==> src/rtl/log2_pkg.sv <==
// Shared definitions for the log2 core and its request arbiter.
package log2_pkg;

  localparam int unsigned LOG2_IN_W     = 11;  // ufix11_En10 operand
  localparam int unsigned LOG2_IN_FRAC  = 10;
  localparam int unsigned LOG2_OUT_W    = 11;  // sfix11_En10 result
  localparam int unsigned LOG2_OUT_FRAC = 10;

  // Tag channel field is sized for the largest supported requester count (8).
  localparam int unsigned TAG_CH_W = 3;

  typedef struct packed {
    logic                vld;
    logic [TAG_CH_W-1:0] ch;
  } log2_tag_t;

endpackage

==> src/rtl/rr_arbiter.sv <==
// Round-robin one-hot arbiter: searches req starting just after ptr.
module rr_arbiter #(
  parameter int unsigned NUM_CH = 4
) (
  input  logic [NUM_CH-1:0]         req,
  input  logic [$clog2(NUM_CH)-1:0] ptr,
  input  logic                      enable,
  output logic [NUM_CH-1:0]         gnt
);

  logic found;

  // First requester at or after ptr+1 (mod NUM_CH) wins; nothing when disabled.
  always_comb begin
    gnt   = '0;
    found = 1'b0;
    for (int unsigned off = 1; off <= NUM_CH; off++) begin
      for (int unsigned k = 0; k < NUM_CH; k++) begin
        if (enable && !found && req[k] && (k == ((32'(ptr) + off) % NUM_CH))) begin
          gnt[k] = 1'b1;
          found  = 1'b1;
        end
      end
    end
  end

endmodule

==> src/rtl/log2_share_arbiter.sv <==
// Shares one fixed-latency log2 core between NUM_CH requesters and routes results back.
module log2_share_arbiter
  import log2_pkg::*;
#(
  parameter int unsigned NUM_CH   = 4,
  parameter int unsigned CORE_LAT = 2
) (
  input  logic                          i_CLK,
  input  logic                          i_RST,
  input  logic                          i_EN,
  input  logic [NUM_CH-1:0]             i_REQ_VALID,
  input  logic [NUM_CH*LOG2_IN_W-1:0]   i_REQ_DATA,
  output logic [NUM_CH-1:0]             o_REQ_READY,
  output logic                          o_CORE_RSTn,
  output logic                          o_CORE_EN,
  output logic                          o_CORE_DATA_VALID,
  output logic [LOG2_IN_W-1:0]          o_CORE_DATA,
  input  logic                          i_CORE_VALID,
  input  logic                          i_CORE_LOG2_VALID,
  input  logic [LOG2_OUT_W-1:0]         i_CORE_LOG2,
  output logic [NUM_CH-1:0]             o_RES_VALID,
  output logic [LOG2_OUT_W-1:0]         o_RES_LOG2,
  output logic                          o_RES_DOMAIN_ERR,
  output logic                          o_BUSY,
  output logic                          o_SEQ_ERR
);

  localparam int unsigned CH_W = $clog2(NUM_CH);

  logic [NUM_CH-1:0]     gnt;
  logic [CH_W-1:0]       ptr_q;
  logic                  xfer;
  logic [CH_W-1:0]       gnt_ptr;
  logic [TAG_CH_W-1:0]   gnt_ch;
  logic [LOG2_IN_W-1:0]  gnt_data;

  logic                  iss_vld_q;
  logic [TAG_CH_W-1:0]   iss_ch_q;
  logic [LOG2_IN_W-1:0]  iss_data_q;

  log2_tag_t             tag_q [CORE_LAT];
  log2_tag_t             tail;

  logic [NUM_CH-1:0]     res_d;
  logic                  strobe;
  logic [NUM_CH-1:0]     res_valid_q;
  logic [LOG2_OUT_W-1:0] res_log2_q;
  logic                  dom_err_q;
  logic                  seq_err_q;
  logic                  busy;

  rr_arbiter #(
    .NUM_CH (NUM_CH)
  ) u_rr_arbiter (
    .req    (i_REQ_VALID),
    .ptr    (ptr_q),
    .enable (i_EN),
    .gnt    (gnt)
  );

  // Decode the one-hot grant into channel index and selected operand.
  always_comb begin
    gnt_ptr  = '0;
    gnt_ch   = '0;
    gnt_data = '0;
    for (int unsigned k = 0; k < NUM_CH; k++) begin
      if (gnt[k]) begin
        gnt_ptr  = CH_W'(k);
        gnt_ch   = TAG_CH_W'(k);
        gnt_data = i_REQ_DATA[k*LOG2_IN_W +: LOG2_IN_W];
      end
    end
    xfer = |(gnt & i_REQ_VALID);
  end

  // Issue register and round-robin pointer; both frozen while i_EN is low.
  always_ff @(posedge i_CLK or posedge i_RST) begin
    if (i_RST) begin
      iss_vld_q  <= 1'b0;
      iss_ch_q   <= '0;
      iss_data_q <= '0;
      ptr_q      <= CH_W'(NUM_CH - 1);
    end else if (i_EN) begin
      iss_vld_q <= xfer;
      if (xfer) begin
        iss_ch_q   <= gnt_ch;
        iss_data_q <= gnt_data;
        ptr_q      <= gnt_ptr;
      end
    end
  end

  // Tag pipeline mirrors the core's enabled-cycle latency.
  always_ff @(posedge i_CLK or posedge i_RST) begin
    if (i_RST) begin
      for (int unsigned i = 0; i < CORE_LAT; i++) begin
        tag_q[i] <= '0;
      end
    end else if (i_EN) begin
      tag_q[0] <= {iss_vld_q, iss_ch_q};
      for (int unsigned i = 1; i < CORE_LAT; i++) begin
        tag_q[i] <= tag_q[i-1];
      end
    end
  end

  // Route the tail tag to a one-hot strobe and compute the busy flag.
  always_comb begin
    tail   = tag_q[CORE_LAT-1];
    strobe = i_EN && tail.vld;
    res_d  = '0;
    for (int unsigned k = 0; k < NUM_CH; k++) begin
      res_d[k] = strobe && (tail.ch == TAG_CH_W'(k));
    end
    busy = iss_vld_q;
    for (int unsigned i = 0; i < CORE_LAT; i++) begin
      busy = busy | tag_q[i].vld;
    end
  end

  // Registered result, domain flag and sticky core/enable mismatch flag.
  always_ff @(posedge i_CLK or posedge i_RST) begin
    if (i_RST) begin
      res_valid_q <= '0;
      res_log2_q  <= '0;
      dom_err_q   <= 1'b0;
      seq_err_q   <= 1'b0;
    end else begin
      res_valid_q <= res_d;
      dom_err_q   <= strobe & ~i_CORE_LOG2_VALID;
      if (strobe) begin
        res_log2_q <= i_CORE_LOG2;
      end
      seq_err_q <= seq_err_q | (i_CORE_VALID != i_EN);
    end
  end

  assign o_REQ_READY       = gnt;
  assign o_CORE_RSTn       = ~i_RST;
  assign o_CORE_EN         = i_EN;
  assign o_CORE_DATA_VALID = iss_vld_q;
  assign o_CORE_DATA       = iss_data_q;
  assign o_RES_VALID       = res_valid_q;
  assign o_RES_LOG2        = res_log2_q;
  assign o_RES_DOMAIN_ERR  = dom_err_q;
  assign o_BUSY            = busy;
  assign o_SEQ_ERR         = seq_err_q;

endmodule
==> config.mk <==
export PLATFORM = sky130hd
export DESIGN_NAME = log2_share_arbiter
export DESIGN_NICKNAME = d
export VERILOG_FILES = /design/src/rtl/log2_pkg.sv /design/src/rtl/rr_arbiter.sv /design/src/rtl/log2_share_arbiter.sv
export SDC_FILE = /design/constraint.sdc
export NUM_CORES = 1
export LEC_CHECK = 0
export CAP_MARGIN = 20
export CORE_AREA = 8 8 71 88
export DETAILED_ROUTE_END_ITERATION = 10
export DIE_AREA = 0 0 79 96
export HOLD_SLACK_MARGIN = 0.1
export MAX_ROUTING_LAYER = met4
export PLACE_DENSITY = 0.92
export SLEW_MARGIN = 40
export SYNTH_ARGS = -nofsm -noshare
export SYNTH_HDL_FRONTEND = slang
export SYNTH_SLANG_ARGS = --single-unit
export TNS_END_PERCENT = 30
==> constraint.sdc <==
create_clock -name i_CLK -period 3.93 [get_ports i_CLK]
set_input_delay 0.393 -clock i_CLK [delete_from_list [all_inputs] [get_ports i_CLK]]
set_output_delay 0.393 -clock i_CLK [all_outputs]
set_load 0.03 [all_outputs]
==> reports/metrics.cfg, run 1 <==
[status]
status=complete, no violations

[clock_network]
cts_tree=built
htree_levels=2
cts_setup_buffers=0
cts_root_buf=clkbuf_8
numCtsBuffers=5
ctsHoldBuffers=0
cts.repair.resized=0
cts.path.max_buffers=2
clock_latency_ns=0.29
cts_sinks=39
clkTransAtPathRegs_ns=0.07

[hold_path]
hp-class=reg -> reg
min_from=o_SEQ_ERR

[global_route]
antenna_found_initial=0
gr-usage-met2_pct=27.8
grt_pass1_vias=1959
grt_max_degree=40
overflow=0
gr-usage-met1_pct=17.8
grt.met3_usage_pct=6.07
track_usage_pct=16.6
grt_pass1_wl_mm=9.60
grt.busiest_layer=met2

[pwr]
power_density_mw_per_mm2=669
p_leak_nw=1.30
p_int_mw=1.26
p_sw_uw=868
swShare_pct=40.8
ir_drop_mv=0.372
combPwrFrac_pct=53.9
p_seq_share_pct=34.1
power.clock.fraction_pct=12.0

[yosys]
yosysSeqAreaShare_pct=47.3
syn_area_mm2=0.00207
synthArstFlopShare_pct=100
synth-main-ff-cell=dfrtp_1
synth_cells=178
yosys_warnings=0
synth_edf_count=0
syn_avg_cell_area_um2=11.6
syn_nets=242
synth_cell_type_count=42
synth-seq-cells=39

[placed_design]
place_ws_ns=0.896
dpl_cell_area_mm2=0.00310
place_inst=333
port_buffers=99
hpwl_mm=4.84
gp_congestion=0.819

[final_layout]
drive_gt1_share_pct=16.8
fillers=418
n_antenna_cell=0
final_nets=342
final_cell_mix=clkdlybuf4s50_1, dfrtp_1, mux2_2, nor3b_1, nor2_1
stdcell_count=341
final_util_pct=64.5
final_common_cell=clkdlybuf4s50_1
final_area_mm2=0.00318
syn_to_final_growth_pct=53.7

[detailed_routing]
vias_per_cell=5.29
ant_nets=0
vias=1804
wl_mm=6.10
wire_per_inst_um=17.9
drt_pass1_iterations=4
drt_iter0_markers=97
drc_errors=0

[floorplanning]
initial_core_util_pct=42.0
core_mm2=0.00493
ios=100
die_w_um=79
fp.dieH_um=96
dieArea_mm2=0.00758
row_count=29

[sta]
setup_tns_ns=0
finalSetupViolations=0
tightest_slew_ns=0.587
fin_ws_ns=0.875
fmax_mhz=327
slew_headroom_pct=60.8
finalHoldViolations=0
period_minus_slack_ns=3.06
finClkSkew_ns=0.00662
drv_slew=0
rsz0062_at_grt=no
min_period_over_period_pct=77.7

[flow_run]
maxCapViolCount=0

[setup_path]
crit_path_end_kind=primary output
cp_max_fo=19
arrival_ns=2.66
start_kind=primary input
rr_startpoint=ptr_q[1]
crit_required_ns=3.54
path_class=in -> out
startpoint=i_REQ_VALID[1]

## power groups by stage
stage	Sequential, mW	Combinational, mW	Clock [mW]
floorplan	0.947	0.474	0
global placement	0.715	1.14	0
detailed placement	0.731	1.16	0
CTS	0.726	1.16	0.264
global route	0.753	1.22	0.281
finish	0.727	1.15	0.254
## Yosys cell counts (2+ instances only)
cell type | count | area [um^2]
dfstp_2 | 2 | 52.6
a31o_1 | 2 | 17.5
nand2b_1 | 3 | 18.8
o221a_2 | 3 | 33.8
nor2_1 | 11 | 41.3
and2_1 | 2 | 12.5
a2111oi_2 | 3 | 45.0
nor3b_1 | 16 | 120
a211o_1 | 7 | 61.3
dfrtp_1 | 37 | 926
o21ai_0 | 6 | 30.0
buf_2 | 5 | 25.0
a22o_1 | 2 | 17.5
nand2_1 | 5 | 18.8
inv_1 | 11 | 41.3
inv_2 | 3 | 11.3
a21oi_1 | 3 | 15.0
o21ai_1 | 4 | 20.0
o2bb2ai_1 | 6 | 52.6
a22oi_1 | 3 | 22.5
a2111oi_4 | 2 | 55.1
mux2_2 | 17 | 191
buf_4 | 6 | 45.0
## routing by layer
metal  share of wire, %  vias up
met1                 38      873
met3                7.6       10
met4                1.6        0
met2                 53       75
li1                   -      846
met5                  0        -
## cell type report
| class | count | area [um^2] | share of cell area, % |
|---|---|---|---|
| repair buffers | 105 | 1040 | 32.5 |
| inverters | 14 | 52.6 | 1.65 |
| multi-input cells | 113 | 958 | 30.1 |
| clock buffers | 8 | 80.1 | 2.52 |
| well taps | 62 | 77.6 | 2.44 |
| flip-flops and latches | 39 | 978 | 30.7 |
## kinds of logic (layout without fill, tap and decap cells)
group                  after synthesis  after routing  synth area share [%]
AO/OA/AOI/OAI                       47             47                  21.7
XOR/XNOR                             1              1                 0.423
buffers and inverters               26            127                  6.46
flip-flops                          39             39                  47.3
multiplexers                        18             18                  9.73
AND/OR/NAND/NOR                     47             47                  14.4
## through the flow
| stage | hold WS, ns | total power, mW |
|---|---|---|
| floorplan | 0.453 | 1.42 |
| global placement | 0.454 | 1.85 |
| detailed placement | 0.453 | 1.89 |
| CTS | 0.473 | 2.15 |
| global route | 0.506 | 2.26 |
| finish | 0.464 | 2.13 |
## path summary, 6_finish.rpt
path | to | slack (ns) | depth (start not counted)
min in group asynchronous | o_CORE_DATA[4] | 0.57 | 3
max reg2reg | o_CORE_DATA_VALID | 1.72 | 6
max in group asynchronous | ptr_q[1] | 3.00 | 3
max | o_REQ_READY[3] | 0.87 | 6
min | o_SEQ_ERR | 0.46 | 1
min reg2reg | o_SEQ_ERR | 0.46 | 1
## flip-flops by register name (all words and copies together), names as in the netlist
signal	flops
iss_ch_q	2
o_RES_LOG2	11
o_RES_DOMAIN_ERR	1
o_CORE_DATA_VALID	1
o_RES_VALID	4
o_SEQ_ERR	1
tag_q	6
ptr_q	2
o_CORE_DATA	11
## worst max-delay path, stage by stage
cell	delay (ns)
clkdlybuf4s50_1	0.50
nor2b_1	0.18
o22ai_1	0.17
nand4_2	0.23
inv_2	0.41
clkdlybuf4s50_1	0.77
(Power assumes the default switching activity.)
==> run 2: changes to the inputs <==
--- a/config.mk
+++ b/config.mk
@@ -6,12 +6,12 @@
 export NUM_CORES = 1
 export LEC_CHECK = 0
 export CAP_MARGIN = 20
-export CORE_AREA = 8 8 71 88
+export CORE_AREA = 8 8 73 91
 export DETAILED_ROUTE_END_ITERATION = 10
-export DIE_AREA = 0 0 79 96
+export DIE_AREA = 0 0 81 99
 export HOLD_SLACK_MARGIN = 0.1
 export MAX_ROUTING_LAYER = met4
-export PLACE_DENSITY = 0.92
+export PLACE_DENSITY = 0.87
 export SLEW_MARGIN = 40
 export SYNTH_ARGS = -nofsm -noshare
 export SYNTH_HDL_FRONTEND = slang
==> constraint.sdc (replaced) <==
create_clock -name i_CLK -period 2.9 [get_ports i_CLK]
set_input_delay 0.29 -clock i_CLK [delete_from_list [all_inputs] [get_ports i_CLK]]
set_output_delay 0.29 -clock i_CLK [all_outputs]
set_load 0.03 [all_outputs]
==> run 2 against run 1 <==
  * Clock power rose by 34%
  * Sequential share of layout area is essentially flat
  * Die area increased by 5.7%
  * Clock skew down 0.0035 ns
  * Register-to-register slack got worse by 0.94 ns
  * Critical path type is now reg -> out
  * Highest routed layer unchanged
==> reports/metrics.cfg, run 2 (synthesis results as in run 1) <==
[status]
status=complete, no violations

[detailed_routing]
vias_per_cell=5.26
drt_iter0_markers=71
drc_errors=0
wl_mm=6.22
drt_pass1_iterations=4
vias=1811
wire_per_inst_um=18.1
ant_nets=0

[floorplanning]
ios=100
initial_core_util_pct=39.4
die_w_um=81
dieArea_mm2=0.00802
row_count=30
fp.dieH_um=99
core_mm2=0.00526

[placed_design]
dpl_cell_area_mm2=0.00311
place_ws_ns=0.442
port_buffers=99
hpwl_mm=4.89
place_inst=337
gp_congestion=0.837

[sta]
min_period_over_period_pct=82.2
whs_ns=0.451
slew_headroom_pct=61.3
finClkSkew_ns=0.00316
drv_slew=0
fin_ws_ns=0.516
finalSetupViolations=0
finalHoldViolations=0
rsz0062_at_grt=no
fmax_mhz=419
setup_tns_ns=0
period_minus_slack_ns=2.38
tightest_slew_ns=0.579

[hold_path]
hp-class=in -> async

[setup_path]
crit_path_end_kind=primary output
reg2reg_to=o_CORE_DATA_VALID
arrival_ns=2.09
crit_required_ns=2.61
cp_max_fo=15
start_kind=flop
reg2reg_depth=6
rrSetupSlack_ns=0.78
path_class=reg -> out
rr_startpoint=ptr_q[1]

[final_layout]
n_antenna_cell=0
final_cell_mix=clkdlybuf4s50_1, dfrtp_1, mux2_2, nor3b_1, buf_4
stdcell_count=344
drive_gt1_share_pct=19.3
final_common_cell=clkdlybuf4s50_1
fillers=429
final_area_mm2=0.00318
final_nets=344
syn_to_final_growth_pct=53.8

[clock_network]
ctsHoldBuffers=0
cts_sinks=39
cts_setup_buffers=0
numCtsBuffers=5
clkTransAtPathRegs_ns=0.07
clock_latency_ns=0.28
htree_levels=2
cts_root_buf=clkbuf_8
cts_tree=built
cts.repair.resized=0
cts.path.max_buffers=2

[global_route]
overflow=0
track_usage_pct=16.4
grt_max_degree=40
antenna_found_initial=0
grt_pass1_vias=2049
grt_pass1_wl_mm=9.92

[pwr]
ir_drop_mv=0.647
power_density_mw_per_mm2=906
p_leak_nw=1.32

[flow_run]
maxCapViolCount=0

run 2: area by class of cell:
type | instances | area [um^2] | area share [%]
clock buffers | 7 | 76.3 | 2.40
inverters | 14 | 52.6 | 1.65
multi-input cells | 113 | 958 | 30.1
flip-flops and latches | 39 | 978 | 30.7
well taps | 64 | 80.1 | 2.51
repair buffers | 107 | 1040 | 32.6
run 2: how the worst max path moves through the flow:
stage               startpoint                 to  slack [ns]  depth (start not counted)
CTS                   ptr_q[0]     o_REQ_READY[1]        0.51                          5
detailed placement        i_EN  o_CORE_DATA_VALID        0.44                          6
global route          ptr_q[0]     o_REQ_READY[1]        0.38                          5
global placement          i_EN  o_CORE_DATA_VALID        0.53                          6
floorplan             ptr_q[1]        iss_ch_q[0]        1.01                          8
finish                ptr_q[0]     o_REQ_READY[1]        0.52                          5
run 2: stage by stage:
step	util (%)	total power [mW]
floorplan	-	1.93
global placement	59.1	2.53
detailed placement	59.1	2.56
CTS	60.6	2.91
global route	60.6	3.04
finish	60.6	2.89
run 2: worst max-delay path: stages, from the launching register on:
cell and delay (ns):
dfstp_2 0.61, or2b_1 0.18, o311ai_4 0.13, a21oi_4 0.44, buf_4 0.26, buf_4 0.18
run 2: report_power, final:
group / leakage [nW] / internal, mW / switching [mW]
Clock: 0.0383 / 0.166 / 0.176
Sequential: 0.462 / 0.805 / 0.173
Combinational: 0.816 / 0.738 / 0.827
Total: 1.32 / 1.71 / 1.18
run 2: metal layers:
layer  up-vias  routed length (um)  global-route usage (%)
met5         -                   0                       -
met4         0                  96                    5.10
met3         8                 456                    5.56
met2        69                3200                    27.0
met1       883                2470                    17.9
li1        851                   -                       -
